[config.mk]
export PLATFORM = sky130hd
export DESIGN_NAME = alu_sequencer_flat
export DESIGN_NICKNAME = d
export VERILOG_FILES = /design/src/rtl/alu_sequencer_pkg.sv /design/src/rtl/alu_sequencer_if.sv /design/src/rtl/alu_sequencer_op_decode.sv /design/src/rtl/alu_sequencer.sv /design/src/flat_wrapper.sv
export SDC_FILE = /design/constraint.sdc
export NUM_CORES = 1
export LEC_CHECK = 0
export BUFFER_PORTS_ARGS = -buffer_cell sky130_fd_sc_hd__buf_4
export CAP_MARGIN = 10
export CORE_ASPECT_RATIO = 0.7
export CORE_MARGIN = 1.5
export CORE_UTILIZATION = 44
export DETAILED_ROUTE_END_ITERATION = 10
export PLACE_DENSITY = 0.8
export RECOVER_POWER = 100
export SKIP_LAST_GASP = 1
export SYNTH_ARGS = -nofsm -noshare
export SYNTH_HDL_FRONTEND = slang
export SYNTH_SLANG_ARGS = --single-unit
[constraint.sdc]
create_clock -name clk -period 1.9 [get_ports clk]
set_clock_uncertainty 0.2 [all_clocks]
set_input_delay 0.285 -clock clk [delete_from_list [all_inputs] [get_ports clk]]
set_output_delay 0.285 -clock clk [all_outputs]
set_load 0.02 [all_outputs]
[src/rtl/alu_sequencer_pkg.sv]
// Shared constants and types for the ALU issue/writeback sequencer:
// opcodes, ALU control encodings, FSM states, flag bit positions.
package alu_sequencer_pkg;

    localparam logic [3:0] OP_ADD   = 4'h0;
    localparam logic [3:0] OP_SUB   = 4'h1;
    localparam logic [3:0] OP_OR    = 4'h2;
    localparam logic [3:0] OP_ORN   = 4'h3;
    localparam logic [3:0] OP_AND   = 4'h4;
    localparam logic [3:0] OP_ANDN  = 4'h5;
    localparam logic [3:0] OP_NOTA  = 4'h6;
    localparam logic [3:0] OP_NOTB  = 4'h7;
    localparam logic [3:0] OP_LSL   = 4'h8;
    localparam logic [3:0] OP_LSR   = 4'h9;
    localparam logic [3:0] OP_PASSA = 4'hA;
    localparam logic [3:0] OP_PASSB = 4'hB;
    localparam logic [3:0] OP_CMP   = 4'hC;
    localparam logic [3:0] OP_NEG   = 4'hD;
    localparam logic [3:0] OP_ROL   = 4'hE;
    localparam logic [3:0] OP_ILL   = 4'hF;

    localparam logic [2:0] CTRL_ADD   = 3'b000;
    localparam logic [2:0] CTRL_OR    = 3'b001;
    localparam logic [2:0] CTRL_AND   = 3'b010;
    localparam logic [2:0] CTRL_NOT   = 3'b011;
    localparam logic [2:0] CTRL_SHIFT = 3'b100;
    localparam logic [2:0] CTRL_PASS  = 3'b111;

    localparam int FLAG_C = 3;
    localparam int FLAG_V = 2;
    localparam int FLAG_Z = 1;
    localparam int FLAG_N = 0;

    typedef enum logic [2:0] {
        S_IDLE = 3'd0,
        S_EXEC = 3'd1,
        S_ROL2 = 3'd2,
        S_ROL3 = 3'd3,
        S_RESP = 3'd4
    } state_t;

    typedef struct packed {
        logic [2:0] ctrl;
        logic       cin;
        logic       force_a_zero;
        logic       multipass;
        logic       arith_flags;
        logic       wr;
        logic       illegal;
    } dec_t;

    function automatic logic [3:0] make_flags(input logic c, input logic v,
                                              input logic z, input logic n);
        logic [3:0] f;
        f         = '0;
        f[FLAG_C] = c;
        f[FLAG_V] = v;
        f[FLAG_Z] = z;
        f[FLAG_N] = n;
        return f;
    endfunction

endpackage

[src/rtl/alu_sequencer_if.sv]
// Request/response bus between instruction decode (master) and the sequencer (slave).
// Both channels are strict valid/ready: a transfer happens on a rising edge where
// valid & ready are both high; once raised, valid and its payload stay put until then.
interface alu_sequencer_if #(parameter int N = 4);
    logic         req_valid;
    logic         req_ready;
    logic [3:0]   req_op;
    logic [N-1:0] req_a;
    logic [N-1:0] req_b;
    logic         rsp_valid;
    logic         rsp_ready;
    logic [N-1:0] rsp_f;
    logic         rsp_wr;
    logic         rsp_err;

    modport master (
        output req_valid, req_op, req_a, req_b, rsp_ready,
        input  req_ready, rsp_valid, rsp_f, rsp_wr, rsp_err
    );

    modport slave (
        input  req_valid, req_op, req_a, req_b, rsp_ready,
        output req_ready, rsp_valid, rsp_f, rsp_wr, rsp_err
    );
endinterface

[src/rtl/alu_sequencer_op_decode.sv]
// Combinational opcode decoder: opcode -> ALU ctrl/cin plus sequencing attributes.
module alu_op_decode
    import alu_sequencer_pkg::*;
(
    input  logic [3:0] op,
    output dec_t       dec
);

    always_comb begin
        dec      = '0;
        dec.ctrl = CTRL_PASS;
        dec.wr   = 1'b1;
        case (op)
            OP_ADD:   begin dec.ctrl = CTRL_ADD; dec.arith_flags = 1'b1; end
            OP_SUB:   begin dec.ctrl = CTRL_ADD; dec.cin = 1'b1; dec.arith_flags = 1'b1; end
            OP_OR:    dec.ctrl = CTRL_OR;
            OP_ORN:   begin dec.ctrl = CTRL_OR; dec.cin = 1'b1; end
            OP_AND:   dec.ctrl = CTRL_AND;
            OP_ANDN:  begin dec.ctrl = CTRL_AND; dec.cin = 1'b1; end
            OP_NOTA:  dec.ctrl = CTRL_NOT;
            OP_NOTB:  begin dec.ctrl = CTRL_NOT; dec.cin = 1'b1; end
            OP_LSL:   dec.ctrl = CTRL_SHIFT;
            OP_LSR:   begin dec.ctrl = CTRL_SHIFT; dec.cin = 1'b1; end
            OP_PASSA: dec.ctrl = CTRL_PASS;
            OP_PASSB: begin dec.ctrl = CTRL_PASS; dec.cin = 1'b1; end
            OP_CMP: begin
                dec.ctrl        = CTRL_ADD;
                dec.cin         = 1'b1;
                dec.arith_flags = 1'b1;
                dec.wr          = 1'b0;
            end
            OP_NEG: begin
                dec.ctrl         = CTRL_ADD;
                dec.cin          = 1'b1;
                dec.arith_flags  = 1'b1;
                dec.force_a_zero = 1'b1;
            end
            // ROL's first pass is a plain LSL; the later passes are sequenced by the FSM.
            OP_ROL: begin
                dec.ctrl      = CTRL_SHIFT;
                dec.multipass = 1'b1;
            end
            default: begin
                dec.illegal = 1'b1;
                dec.wr      = 1'b0;
            end
        endcase
    end

endmodule

[src/rtl/alu_sequencer.sv]
// Issue/writeback controller for the external combinational ALU: accepts one
// request, sequences one or three ALU passes, registers result and {C,V,Z,N}.
module alu_sequencer
    import alu_sequencer_pkg::*;
#(
    parameter int N = 4,
    parameter int M = 2
) (
    input  logic          clk,
    input  logic          rst_n,
    alu_sequencer_if.slave bus,
    output logic [N-1:0]  alu_a,
    output logic [N-1:0]  alu_b,
    output logic          alu_cin,
    output logic [2:0]    alu_ctrl,
    input  logic [N-1:0]  alu_f,
    input  logic          alu_cout,
    input  logic          alu_v,
    input  logic          alu_z,
    output logic [3:0]    flags,
    output state_t        dbg_state
);

    state_t       state;
    state_t       state_next;
    logic [3:0]   op_q;
    logic [N-1:0] a_q;
    logic [N-1:0] b_q;
    logic [N-1:0] tmp;
    logic [N-1:0] tmp2;
    logic [N-1:0] f_q;
    logic         wr_q;
    logic         err_q;
    logic [3:0]   flags_q;
    logic [M-1:0] rol_back;
    dec_t         dec;

    alu_op_decode u_decode (
        .op  (op_q),
        .dec (dec)
    );

    // Right-shift amount for the wrap-around half of a rotate; N is a power of two.
    assign rol_back = -b_q[M-1:0];

    always_ff @(posedge clk or negedge rst_n) begin
        if (!rst_n) state <= S_IDLE;
        else        state <= state_next;
    end

    always_comb begin
        state_next = state;
        alu_ctrl   = CTRL_PASS;
        alu_cin    = 1'b0;
        alu_a      = '0;
        alu_b      = '0;
        case (state)
            S_IDLE: if (bus.req_valid) state_next = S_EXEC;
            S_EXEC: begin
                if (!dec.illegal) begin
                    alu_ctrl = dec.ctrl;
                    alu_cin  = dec.cin;
                    alu_a    = dec.force_a_zero ? '0 : a_q;
                    alu_b    = b_q;
                end
                state_next = dec.multipass ? S_ROL2 : S_RESP;
            end
            S_ROL2: begin
                alu_ctrl   = CTRL_SHIFT;
                alu_cin    = 1'b1;
                alu_a      = a_q;
                alu_b      = {{(N-M){1'b0}}, rol_back};
                state_next = S_ROL3;
            end
            S_ROL3: begin
                alu_ctrl   = CTRL_OR;
                alu_a      = tmp;
                alu_b      = tmp2;
                state_next = S_RESP;
            end
            S_RESP: if (bus.rsp_ready) state_next = S_IDLE;
            default: state_next = S_IDLE;
        endcase
    end

    always_ff @(posedge clk or negedge rst_n) begin
        if (!rst_n) begin
            op_q    <= '0;
            a_q     <= '0;
            b_q     <= '0;
            tmp     <= '0;
            tmp2    <= '0;
            f_q     <= '0;
            wr_q    <= 1'b0;
            err_q   <= 1'b0;
            flags_q <= '0;
        end else begin
            case (state)
                S_IDLE: begin
                    if (bus.req_valid) begin
                        op_q <= bus.req_op;
                        a_q  <= bus.req_a;
                        b_q  <= bus.req_b;
                    end
                end
                S_EXEC: begin
                    if (dec.illegal) begin
                        f_q   <= '0;
                        wr_q  <= 1'b0;
                        err_q <= 1'b1;
                    end else if (dec.multipass) begin
                        tmp <= alu_f;
                    end else begin
                        f_q     <= alu_f;
                        wr_q    <= dec.wr;
                        err_q   <= 1'b0;
                        flags_q <= make_flags(dec.arith_flags & alu_cout,
                                              dec.arith_flags & alu_v,
                                              alu_z, alu_f[N-1]);
                    end
                end
                S_ROL2: tmp2 <= alu_f;
                S_ROL3: begin
                    f_q     <= alu_f;
                    wr_q    <= 1'b1;
                    err_q   <= 1'b0;
                    flags_q <= make_flags(1'b0, 1'b0, alu_z, alu_f[N-1]);
                end
                default: ;
            endcase
        end
    end

    assign bus.req_ready = (state == S_IDLE);
    assign bus.rsp_valid = (state == S_RESP);
    assign bus.rsp_f     = f_q;
    assign bus.rsp_wr    = wr_q;
    assign bus.rsp_err   = err_q;
    assign flags         = flags_q;
    assign dbg_state     = state;

endmodule

[src/flat_wrapper.sv]
// flat-port wrapper written by rule: the top's interface ports become plain ports
module alu_sequencer_flat import alu_sequencer_pkg::*;
#(
    parameter int N = 4,
    parameter int M = 2
)
  (clk, rst_n, alu_a, alu_b, alu_cin, alu_ctrl, alu_f, alu_cout, alu_v, alu_z, flags, dbg_state, bus_req_valid, bus_req_op, bus_req_a, bus_req_b, bus_rsp_ready, bus_req_ready, bus_rsp_valid, bus_rsp_f, bus_rsp_wr, bus_rsp_err);
  alu_sequencer_if #(.N(N)) bus_i ();
  input  logic clk;
  input  logic rst_n;
  output logic [N-1:0] alu_a;
  output logic [N-1:0] alu_b;
  output logic alu_cin;
  output logic [2:0] alu_ctrl;
  input  logic [N-1:0] alu_f;
  input  logic alu_cout;
  input  logic alu_v;
  input  logic alu_z;
  output logic [3:0] flags;
  output state_t dbg_state;
  input wire logic [$bits(bus_i.req_valid)-1:0] bus_req_valid;
  input wire logic [$bits(bus_i.req_op)-1:0] bus_req_op;
  input wire logic [$bits(bus_i.req_a)-1:0] bus_req_a;
  input wire logic [$bits(bus_i.req_b)-1:0] bus_req_b;
  input wire logic [$bits(bus_i.rsp_ready)-1:0] bus_rsp_ready;
  output wire logic [$bits(bus_i.req_ready)-1:0] bus_req_ready;
  output wire logic [$bits(bus_i.rsp_valid)-1:0] bus_rsp_valid;
  output wire logic [$bits(bus_i.rsp_f)-1:0] bus_rsp_f;
  output wire logic [$bits(bus_i.rsp_wr)-1:0] bus_rsp_wr;
  output wire logic [$bits(bus_i.rsp_err)-1:0] bus_rsp_err;
  assign bus_i.req_valid = bus_req_valid;
  assign bus_i.req_op = bus_req_op;
  assign bus_i.req_a = bus_req_a;
  assign bus_i.req_b = bus_req_b;
  assign bus_i.rsp_ready = bus_rsp_ready;
  assign bus_req_ready = bus_i.req_ready;
  assign bus_rsp_valid = bus_i.rsp_valid;
  assign bus_rsp_f = bus_i.rsp_f;
  assign bus_rsp_wr = bus_i.rsp_wr;
  assign bus_rsp_err = bus_i.rsp_err;
  alu_sequencer #(.N(N), .M(M)) u_core (.clk(clk), .rst_n(rst_n), .bus(bus_i), .alu_a(alu_a), .alu_b(alu_b), .alu_cin(alu_cin), .alu_ctrl(alu_ctrl), .alu_f(alu_f), .alu_cout(alu_cout), .alu_v(alu_v), .alu_z(alu_z), .flags(flags), .dbg_state(dbg_state));
endmodule
==> results of run 1 <==
==> cell usage after synthesis (2+ instances only) <==
cell and n:
a21oi_1 5, a22o_2 4, buf_4 5, buf_6 2, dfrtp_1 33, inv_1 5
mux2_2 20, mux2_4 2, mux2i_1 6, nand2_1 5, nand2b_1 4, nand3_1 7
nand3b_1 2, nand4b_1 2, nor2_1 2, nor3_4 2, o21ai_0 10, o2bb2ai_1 3
==> path summary, 6_finish.rpt <==
check / start / to / slack [ps] / cells past startpoint
worst max-delay path: u_core.dbg_state[1] / alu_cin / -100 / 4
worst min-delay path: alu_cout / u_core.flags[3] / 10 / 2
worst max register to register: u_core.dbg_state[2] / u_core.tmp[1] / -10 / 4
worst min register to register: u_core.bus.rsp_wr / u_core.bus.rsp_wr / 290 / 1
max in group asynchronous: rst_n / u_core.dbg_state[2] / 510 / 2
min in group asynchronous: rst_n / u_core.bus.rsp_wr / 430 / 2
==> layout make-up <==
cell class | count | area (um^2) | share of cell area
inverter | 6 | 22.52 | 0.01026
multi-input combinational | 93 | 764.5 | 0.3481
tap | 50 | 62.56 | 0.02849
timing repair buffer | 64 | 430.4 | 0.1960
clock inverter | 2 | 10.01 | 0.004558
sequential | 33 | 833.3 | 0.3795
clock buffer | 6 | 72.57 | 0.03305
==> per-stage QoR <==
| stage | util | hold slack, ps | total power [mW] | worst slack [ps] | instance area, um^2 |
|---|---|---|---|---|---|
| floorplan | - | -210.6 | 2.619 | 13.85 | 1672 |
| global placement | 0.5807 | 37.36 | 3.176 | 162.2 | 2079 |
| detailed placement | 0.5807 | 52.35 | 3.251 | 95.06 | 2079 |
| CTS | 0.6212 | 10.96 | 3.851 | -67.59 | 2225 |
| global route | 0.6132 | 9.690 | 4.034 | -145.7 | 2196 |
| finish | 0.6132 | 14.07 | 3.781 | -99.50 | 2196 |
==> where the power goes <==
group          internal, mW  switching (mW)
Combinational         0.926            1.01
Sequential             1.05           0.287
Clock                 0.254           0.255
Total                  2.23            1.55
==> registers in the layout, indices dropped and copies added (netlist names) <==
| register | cells |
|---|---|
| u_core.bus.rsp_err | 1 |
| u_core.flags | 4 |
| u_core.op_q | 4 |
| u_core.tmp2 | 4 |
| u_core.bus.rsp_f | 4 |
| u_core.a_q | 4 |
| u_core.dbg_state | 3 |
| u_core.bus.rsp_wr | 1 |
| u_core.tmp | 4 |
| u_core.b_q | 4 |
==> repair_timing <==
action,CTS,global route
cloned,0,1
pin swaps,7,5
hold buffers,1,0
buffers inserted,4,4
gates resized for setup,13,3
endpoints found under the setup margin,12,24
endpoints found under the hold margin,33,0
==> cell families (layout without fill, tap and decap cells) <==
| kind of cell | count (synthesis) | count (layout) | share of synthesized area |
|---|---|---|---|
| buf+inv | 14 | 78 | 0.05180 |
| mux | 28 | 28 | 0.1892 |
| xor+xnor | 2 | 2 | 0.01051 |
| simple gates | 34 | 35 | 0.1426 |
| compound gates | 28 | 28 | 0.1104 |
| flops | 33 | 33 | 0.4955 |
==> worst max-delay path, cell delays in order (launching register included) <==
cell and delay [ps]:
dfrtp_2 460, nor3b_4 330, buf_4 190, a21o_1 130
buf_6 120
==> layer usage <==
layer / track usage / vias to the layer above
met4: 0.07407 / 0
met5: 0 / -
met2: 0.3318 / 66
met1: 0.2710 / 648
li1: - / 628
met3: 0.06167 / 7
==> metrics.txt, run 1 <==
largest cells by area after synthesis dfrtp_1 (50%), mux2_2 (14%), mux2i_1 (3.6%); Yosys warning count 0; Max Cap Violations 0; share of the synthesized area in the top cell type 0.4955; die area 4172 um^2; Startpoint Class flip-flop; Met3 Wirelength 336 um; Root Buffer clkbuf_8; failing checks setup timing; FP Rows 18; largest net degree at the start of global routing 34; syn nets 162; Post-synth ARST share 1.000; RSZ-0062 raised after global routing true; dpl cells 236; Synth area leader dfrtp_1; drt wl/cell 15.72 um; Power Density 1722 nW/um^2; M1 WL 1.884 mm; VDD IR max 0.7457 mV; TritonCTS Buffers 5; Leak 1.006 nW; H-tree depth 2; WS Path Type reg2out; I/O pin count 50; area delta synth->final 31.76%; Final Critical Period 2000 ps; initial antenna violation count 0; post-detail-place hpwl 2.896 mm; Max Root-Sink Buffers 2; WP data required 1410 ps; Synth Cell Area 1667 um^2; setup total negative slack -410.0 ps; Mean Syn Cell Area 11.99 um^2; commonest cells after routing, fill and taps aside buf_4 (46), dfrtp_1 (27), mux2_2 (20), clkbuf_1 (14), nand3_1 (7); Slew headroom 0.4501; number of enable flip-flop cells after synthesis 0; drt pass-1 iters 4; Final setup viols 12; status finished with violations; total number of vias 1,349; WL met2 1.713 mm; Iteration-0 DRC Markers 109; Synth Instances 139; commonest non-fill, non-tap cell in the layout buf_4; worst skew pair latency 280 ps; fin worst setup slack -99.50 ps; IO buf count 49; ANT cells 0; CP endpoint kind output port; TritonCTS clock tree done; Final ANT Viol Nets 0; total grt overflow 0; initial core utilization 0.4654; die height 54.49 um; first-pass GRT wire length 6.389 mm; maximum clock frequency 0.5001 GHz; Final Instance Count excl. Fillers 254; number of global-route vias before repair 1,311; Hold Violations, Final 0; gpl congestion 0.8536; Clock Sinks 33; Vias/cell 5.311; worst hold path class in2reg; Final Max Slew Viols 0; die width 76.56 um; Routed WL 3.993 mm; critical path fanouts, max 6; floorplan core area 3581 um^2; CTS clock-pin slew for the worst setup and hold paths 70 ps; FILL cells 308; # DRC 0; Tot GR Track Use 0.2062; Final nets 226; CP Data Arrival Time 1510 ps; slew of the pin with the lowest slew margin 824.8 ps; Synth Flop Type dfrtp_1; sequential share of the synthesized area 0.4955; Cell variety after synth 38; period utilisation layout 1.052; number of synthesized register bits 33; top layer in use met4; layout cell share with drive strength beyond 1 0.5000
Power figures use the tool's default switching activity.
==> run 2: changes to the inputs <==
--- a/config.mk
+++ b/config.mk
@@ -9,10 +9,11 @@
 export CAP_MARGIN = 10
 export CORE_ASPECT_RATIO = 0.7
 export CORE_MARGIN = 1.5
-export CORE_UTILIZATION = 44
+export CORE_UTILIZATION = 25
 export DETAILED_ROUTE_END_ITERATION = 10
-export PLACE_DENSITY = 0.8
+export PLACE_DENSITY = 0.55
 export RECOVER_POWER = 100
+export REMOVE_ABC_BUFFERS = 1
 export SKIP_LAST_GASP = 1
 export SYNTH_ARGS = -nofsm -noshare
 export SYNTH_HDL_FRONTEND = slang
==> run 2 against run 1 <==
  * The flow still finishes with violations (setup timing)
  * Worst setup slack worse by 5.9 ps
  * Fmax shrank 0.29%
  * Sequential cell count unchanged
  * Highest routed layer unchanged
  * Largest power group unchanged
  * Via count rose by 4.8%
  * Design area grew 15%
  * Global-route usage down 7.2 points
  * Routed wire length rose by 14%
  * Clock-buffer cell count did not move
  * Combinational power grew 20%
  * Power rose by 16%
  * Worst hold slack worse by 2.5 ps
==> metrics.txt, run 2 (same netlist as run 1, synthesis figures left out) <==
setup total negative slack -781.4 ps (was -410.0 ps); CP endpoint kind output port (unchanged); die width 100.6 um (was 76.56 um); layout cell share with drive strength beyond 1 0.5946 (was 0.5000); min-delay src alu_v (was alu_cout); grt peak-use layer met1 (was met2); FP Rows 24 (was 18); initial core utilization 0.2630 (was 0.4654); # DRC 0 (unchanged); met1 Usage GRT 0.1937 (was 0.2710); placed cell areas 2175 um^2 (was 2079 um^2); met2 Track Usage GR 0.1914 (was 0.3318); worst hold path class in2reg (unchanged); area delta synth->final 50.90% (was 31.76%); Final nets 244 (was 226); Slew headroom 0.4266 (was 0.4501); Tot GR Track Use 0.1345 (was 0.2062); Clock Sinks 33 (unchanged); IO buf count 49 (unchanged); period utilisation layout 1.055 (was 1.052); Max Root-Sink Buffers 2 (unchanged); Final Instance Count excl. Fillers 313 (was 254); worst skew pair latency 300 ps (was 280 ps); die area 7173 um^2 (was 4172 um^2); VDD IR max 0.6996 mV (was 0.7457 mV); Iteration-0 DRC Markers 52 (was 109); Hold WS 11.62 ps (was 14.07 ps); Routed WL 4.558 mm (was 3.993 mm); first-pass GRT wire length 7.189 mm (was 6.389 mm); gpl congestion 0.7475 (was 0.8536); overall power 4.380 mW (was 3.781 mW); CTS clock-pin slew for the worst setup and hold paths 80 ps (was 70 ps); TritonCTS clock tree done (unchanged); Final Critical Period 2005 ps (was 2000 ps); RSZ-0062 raised after global routing true (unchanged); failing checks setup timing (unchanged); I/O pin count 50 (unchanged); Max Cap Violations 0 (unchanged); Final ANT Viol Nets 0 (unchanged); commonest cells after routing, fill and taps aside buf_4 (62), dfrtp_1 (26), mux2_2 (19), clkbuf_1 (10) (was buf_4 (46), dfrtp_1 (27), mux2_2 (20), clkbuf_1 (14), nand3_1 (7)); CP Data Arrival Time 1520 ps (was 1510 ps); Placement Setup Slack 37.76 ps (was 95.06 ps); Startpoint Class flip-flop (unchanged); number of global-route vias before repair 1,373 (was 1,311); WP data required 1410 ps (about the same); r2r worst-path depth 4 (unchanged); floorplan core area 6336 um^2 (was 3581 um^2); dpl cells 283 (was 236); slew of the pin with the lowest slew margin 860.1 ps (was 824.8 ps); met3 Resource Use GR 0.03707 (was 0.06167); r2r endpoint u_core.op_q[1] (was u_core.tmp[1]); setup slack, reg-to-reg 120 ps (was -10 ps); critical path fanouts, max 6 (unchanged); maximum clock frequency 0.4987 GHz (was 0.5001 GHz); Post-Layout Inst Area 2515 um^2 (was 2196 um^2); Hold Crit Depth 2 (unchanged); status finished with violations (unchanged); Root Buffer clkbuf_8 (unchanged); Leak 1.145 nW (was 1.006 nW); TritonCTS Buffers 5 (unchanged); Final setup viols 11 (was 12); largest net degree at the start of global routing 34 (unchanged); Final Max Slew Viols 0 (unchanged); drt wl/cell 14.56 um (was 15.72 um); Hold Violations, Final 0 (unchanged); initial antenna violation count 0 (unchanged); post-detail-place hpwl 3.217 mm (was 2.896 mm); die height 71.31 um (was 54.49 um); Vias/cell 4.518 (was 5.311); Power Density 1742 nW/um^2 (was 1722 nW/um^2); total number of vias 1,414 (was 1,349); final core utilization 0.3969 (was 0.6132); reg2reg start u_core.dbg_state[1] (was u_core.dbg_state[2]); fin worst setup slack -105.4 ps (was -99.50 ps); total grt overflow 0 (unchanged); ANT cells 0 (unchanged); WS Path Type reg2out (unchanged); H-tree depth 2 (unchanged); drt pass-1 iters 4 (unchanged); commonest non-fill, non-tap cell in the layout buf_4 (unchanged); Worst Hold End u_core.flags[2] (was u_core.flags[3])
==> run 2: cell types whose count changed in the layout (fill, tap and decap cells not counted), moves of 3 or more <==
cell | previous run | this run
mux2_4 | 0 | 3
buf_6 | 1 | 6
buf_4 | 46 | 62
clkbuf_1 | 14 | 10
==> run 2: layout make-up <==
| class | instances | area [um^2] |
|---|---|---|
| well taps | 91 | 113.9 |
| repair buffers | 83 | 620.6 |
| clock inverters | 2 | 37.54 |
| fillers | 655 | 3821 |
| flip-flops and latches | 33 | 834.6 |
| multi-input cells | 92 | 803.3 |
| inverters | 6 | 22.52 |
| clock buffers | 6 | 82.58 |
==> run 2: repair_timing <==
action | CTS | global route
pin swaps | 9 | 10
setup endpoints to repair | 12 | 13
hold buffers | 3 | 0
resized for setup | 22 | 12
endpoints found under the hold margin | 35 | 0
setup buffers | 5 | 14
==> run 2: worst max path at each step <==
stage / slack [ps] / startpoint / endpoint / cells past startpoint
final: -110 / u_core.dbg_state[1] / alu_a[0] / 4
after detailed placement: 40 / u_core.dbg_state[2] / alu_ctrl[1] / 3
after CTS: -120 / u_core.dbg_state[2] / alu_cin / 4
after global routing: -190 / u_core.dbg_state[1] / alu_a[0] / 4
after global placement: 40 / u_core.dbg_state[2] / alu_ctrl[1] / 4
after floorplan: -160 / u_core.dbg_state[1] / alu_a[0] / 2
==> run 2: worst max-delay path: stages (launching register included) <==
cell	delay, ps
dfrtp_2	460
nor3b_4	350
nand3_1	150
o21ai_2	100
buf_4	160
==> run 2: power by group <==
| part | switching (mW) | internal [mW] | total, mW | leakage, nW |
|---|---|---|---|---|
| clock | 0.286 | 0.427 | 0.712 | 0.0574 |
| sequential | 0.297 | 1.05 | 1.35 | 0.399 |
| combinational | 1.11 | 1.21 | 2.32 | 0.689 |
==> run 2: per-layer routing <==
| metal | share of wire | vias to the layer above |
|---|---|---|
| met5 | 0 | - |
| met4 | 0.014 | 0 |
| met3 | 0.061 | 8 |
| met2 | 0.44 | 45 |
| met1 | 0.49 | 700 |
| li1 | - | 661 |
==> run 3: changes to the inputs <==
--- a/config.mk
+++ b/config.mk
@@ -5,13 +5,14 @@
 export SDC_FILE = /design/constraint.sdc
 export NUM_CORES = 1
 export LEC_CHECK = 0
-export BUFFER_PORTS_ARGS = -buffer_cell sky130_fd_sc_hd__buf_4
 export CAP_MARGIN = 10
-export CORE_ASPECT_RATIO = 0.7
+export CORE_ASPECT_RATIO = 1.2
 export CORE_MARGIN = 1.5
 export CORE_UTILIZATION = 25
 export DETAILED_ROUTE_END_ITERATION = 10
-export PLACE_DENSITY = 0.55
+export DONT_BUFFER_PORTS = 1
+export GPL_ROUTABILITY_DRIVEN = 0
+export PLACE_DENSITY = 0.48
 export RECOVER_POWER = 100
 export REMOVE_ABC_BUFFERS = 1
 export SKIP_LAST_GASP = 1
==> run 3 against run 2 <==
  * The flow still finishes with violations (setup timing)
  * Via count shrank 7.6%
  * Sequential power increased by 13%
  * First-iteration DRC count decreased by 46%
  * Power shrank 11%
  * Global-route usage decreased by 1.3 points
  * Register-to-register slack barely moved
  * Non-clock buffer count shrank 30
  * Design area decreased by 6.1%
  * Critical path type unchanged
  * Largest cell class unchanged
  * Largest power group unchanged
==> metrics.txt, run 3 (same netlist as run 1, synthesis figures left out) <==
die width 77.54 um (was 100.6 um); status finished with violations (unchanged); commonest cells after routing, fill and taps aside dfrtp_1 (26), dlygate4sd3_1 (22), buf_4 (22), mux2_2 (20), buf_6 (8) (was buf_4 (62), dfrtp_1 (26), mux2_2 (19), clkbuf_1 (10)); drt wl/cell 15.25 um (was 14.56 um); area delta synth->final 41.67% (was 50.90%); reg2reg start u_core.dbg_state[0] (was u_core.dbg_state[1]); die area 7167 um^2 (was 7173 um^2); Hold Violations, Final 0 (unchanged); initial core utilization 0.2585 (was 0.2630); maximum clock frequency 0.5198 GHz (was 0.4987 GHz); # DRC 0 (unchanged); setup slack, reg-to-reg 120 ps (about the same); CTS clock-pin slew for the worst setup and hold paths 70 ps (was 80 ps); slew of the pin with the lowest slew margin 801.5 ps (was 860.1 ps); overall power 3.917 mW (was 4.380 mW); Tot GR Track Use 0.1210 (was 0.1345); FILL cells 639 (was 655); TritonCTS clock tree done (unchanged); Max Cap Violations 0 (unchanged); layout cell share with drive strength beyond 1 0.5156 (was 0.5946); floorplan core area 6446 um^2 (was 6336 um^2); FP Rows 32 (was 24); Power Density 1659 nW/um^2 (was 1742 nW/um^2); largest net degree at the start of global routing 34 (unchanged); fin worst setup slack -23.96 ps (was -105.4 ps); placed cell areas 1874 um^2 (was 2175 um^2); Final Instance Count excl. Fillers 277 (was 313); post-detail-place hpwl 2.992 mm (was 3.217 mm); Clock Sinks 33 (unchanged); ANT cells 0 (unchanged); die height 92.44 um (was 71.31 um); Slew headroom 0.4657 (was 0.4266); initial antenna violation count 0 (unchanged); Final nets 214 (was 244); worst skew pair latency 280 ps (was 300 ps); Final Critical Period 1924 ps (was 2005 ps); VDD IR max 0.9674 mV (was 0.6996 mV); Final setup viols 4 (was 11); drt pass-1 iters 4 (unchanged); Hold WS 151.4 ps (was 11.62 ps); period utilisation layout 1.013 (was 1.055); critical path launch point u_core.dbg_state[0] (was u_core.dbg_state[1]); WP data required 1410 ps (about the same); Final ANT Viol Nets 0 (unchanged); total grt overflow 0 (unchanged); setup total negative slack -45.54 ps (was -781.4 ps); critical path fanouts, max 5 (was 6); worst hold path class in2reg (unchanged); H-tree depth 2 (unchanged); I/O pin count 50 (unchanged); Startpoint Class flip-flop (unchanged); commonest non-fill, non-tap cell in the layout dfrtp_1 (was buf_4); Iteration-0 DRC Markers 28 (was 52); CP Data Arrival Time 1440 ps (was 1520 ps); r2r worst-path depth 5 (was 4); Vias/cell 4.718 (was 4.518); dpl cells 238 (was 283); CP endpoint alu_ctrl[1] (was alu_a[0]); r2r endpoint u_core.bus.rsp_f[1] (was u_core.op_q[1]); IO buf count 0 (was 49); CP Cell Sequence buf_6 -> and2b_2 -> a21boi_2 -> buf_4 (was nor3b_4 -> nand3_1 -> o21ai_2 -> buf_4); Final Max Slew Viols 0 (unchanged); sequential cell area 834.6 um^2 (unchanged); TritonCTS Buffers 5 (unchanged); Crit-path slowest cell dfrtp_2 (unchanged); total number of vias 1,307 (was 1,414); Leak 1.005 nW (was 1.145 nW); WS Path Type reg2out (unchanged); Root Buffer clkbuf_8 (unchanged); number of global-route vias before repair 1,339 (was 1,373); area of the multi-input gates 834.6 um^2 (was 803.3 um^2); RSZ-0062 raised after global routing true (unchanged); Routed WL 4.225 mm (was 4.558 mm); failing checks setup timing (unchanged); Max Root-Sink Buffers 2 (unchanged); Post-Layout Inst Area 2361 um^2 (was 2515 um^2); CP endpoint kind output port (unchanged); CP max stage delay 450 ps (was 460 ps); first-pass GRT wire length 6.699 mm (was 7.189 mm)
run 3: what timing repair did:
action	4_1_cts	5_1_grt
hold buffers	23	0
pin swaps	4	6
buffers inserted	4	4
gates resized for setup	17	25
hold endpoints to repair	63	0
cloned	0	0
endpoints found under the setup margin	10	13
run 3: critical path: cells and delay by family (launching register included):
kind	cells	cell delay (ps)
simple gates	1	240
flops	1	450
compound gates	1	170
buf+inv	2	290
run 3: per-stage QoR:
| step | utilization | setup slack (ps) |
|---|---|---|
| 6_report | 0.3663 | -23.96 |
| 5_1_grt | 0.3663 | -94.69 |
| 4_1_cts | 0.3517 | -41.80 |
| 3_5_place_dp | 0.2908 | 131.3 |
| 3_3_place_gp | 0.2908 | 122.5 |
| 2_1_floorplan | - | -157.0 |
run 3: where the power goes:
group	internal [mW]	total (mW)	switching, mW
logic	0.999	1.90	0.901
registers	1.05	1.52	0.462
clock network	0.253	0.502	0.248
run 3: routing by layer:
| metal | vias to the layer above | GRT usage | part of all wire | wire (um) |
|---|---|---|---|---|
| met5 | - | 0 | 0 | 0 |
| met4 | 0 | 0.03939 | 0.022 | 91 |
| met3 | 8 | 0.03645 | 0.047 | 200 |
| met2 | 39 | 0.2186 | 0.55 | 2335 |
| met1 | 656 | 0.1347 | 0.38 | 1598 |
| li1 | 604 | - | - | - |
run 3: worst min path at each step:
stage                              from             end  slack (ps)  depth (start not counted)
after global placement            rst_n  u_core.op_q[0]        -210                          0
after CTS                 bus_req_valid  u_core.op_q[0]         160                          2
after floorplan                   rst_n   u_core.a_q[0]        -210                          0
after global routing      bus_req_valid  u_core.op_q[0]         160                          2
final                     bus_req_valid  u_core.op_q[0]         150                          2
after detailed placement          rst_n  u_core.op_q[1]        -210                          0
run 3: final cells by class:
| class | count | share of cell area |
|---|---|---|
| sequential | 33 | 0.3535 |
| multi-input combinational | 92 | 0.3535 |
| timing repair buffer | 53 | 0.2035 |
| tap | 85 | 0.04505 |
| clock buffer | 6 | 0.03074 |
| inverter | 6 | 0.009539 |
| clock inverter | 2 | 0.004240 |
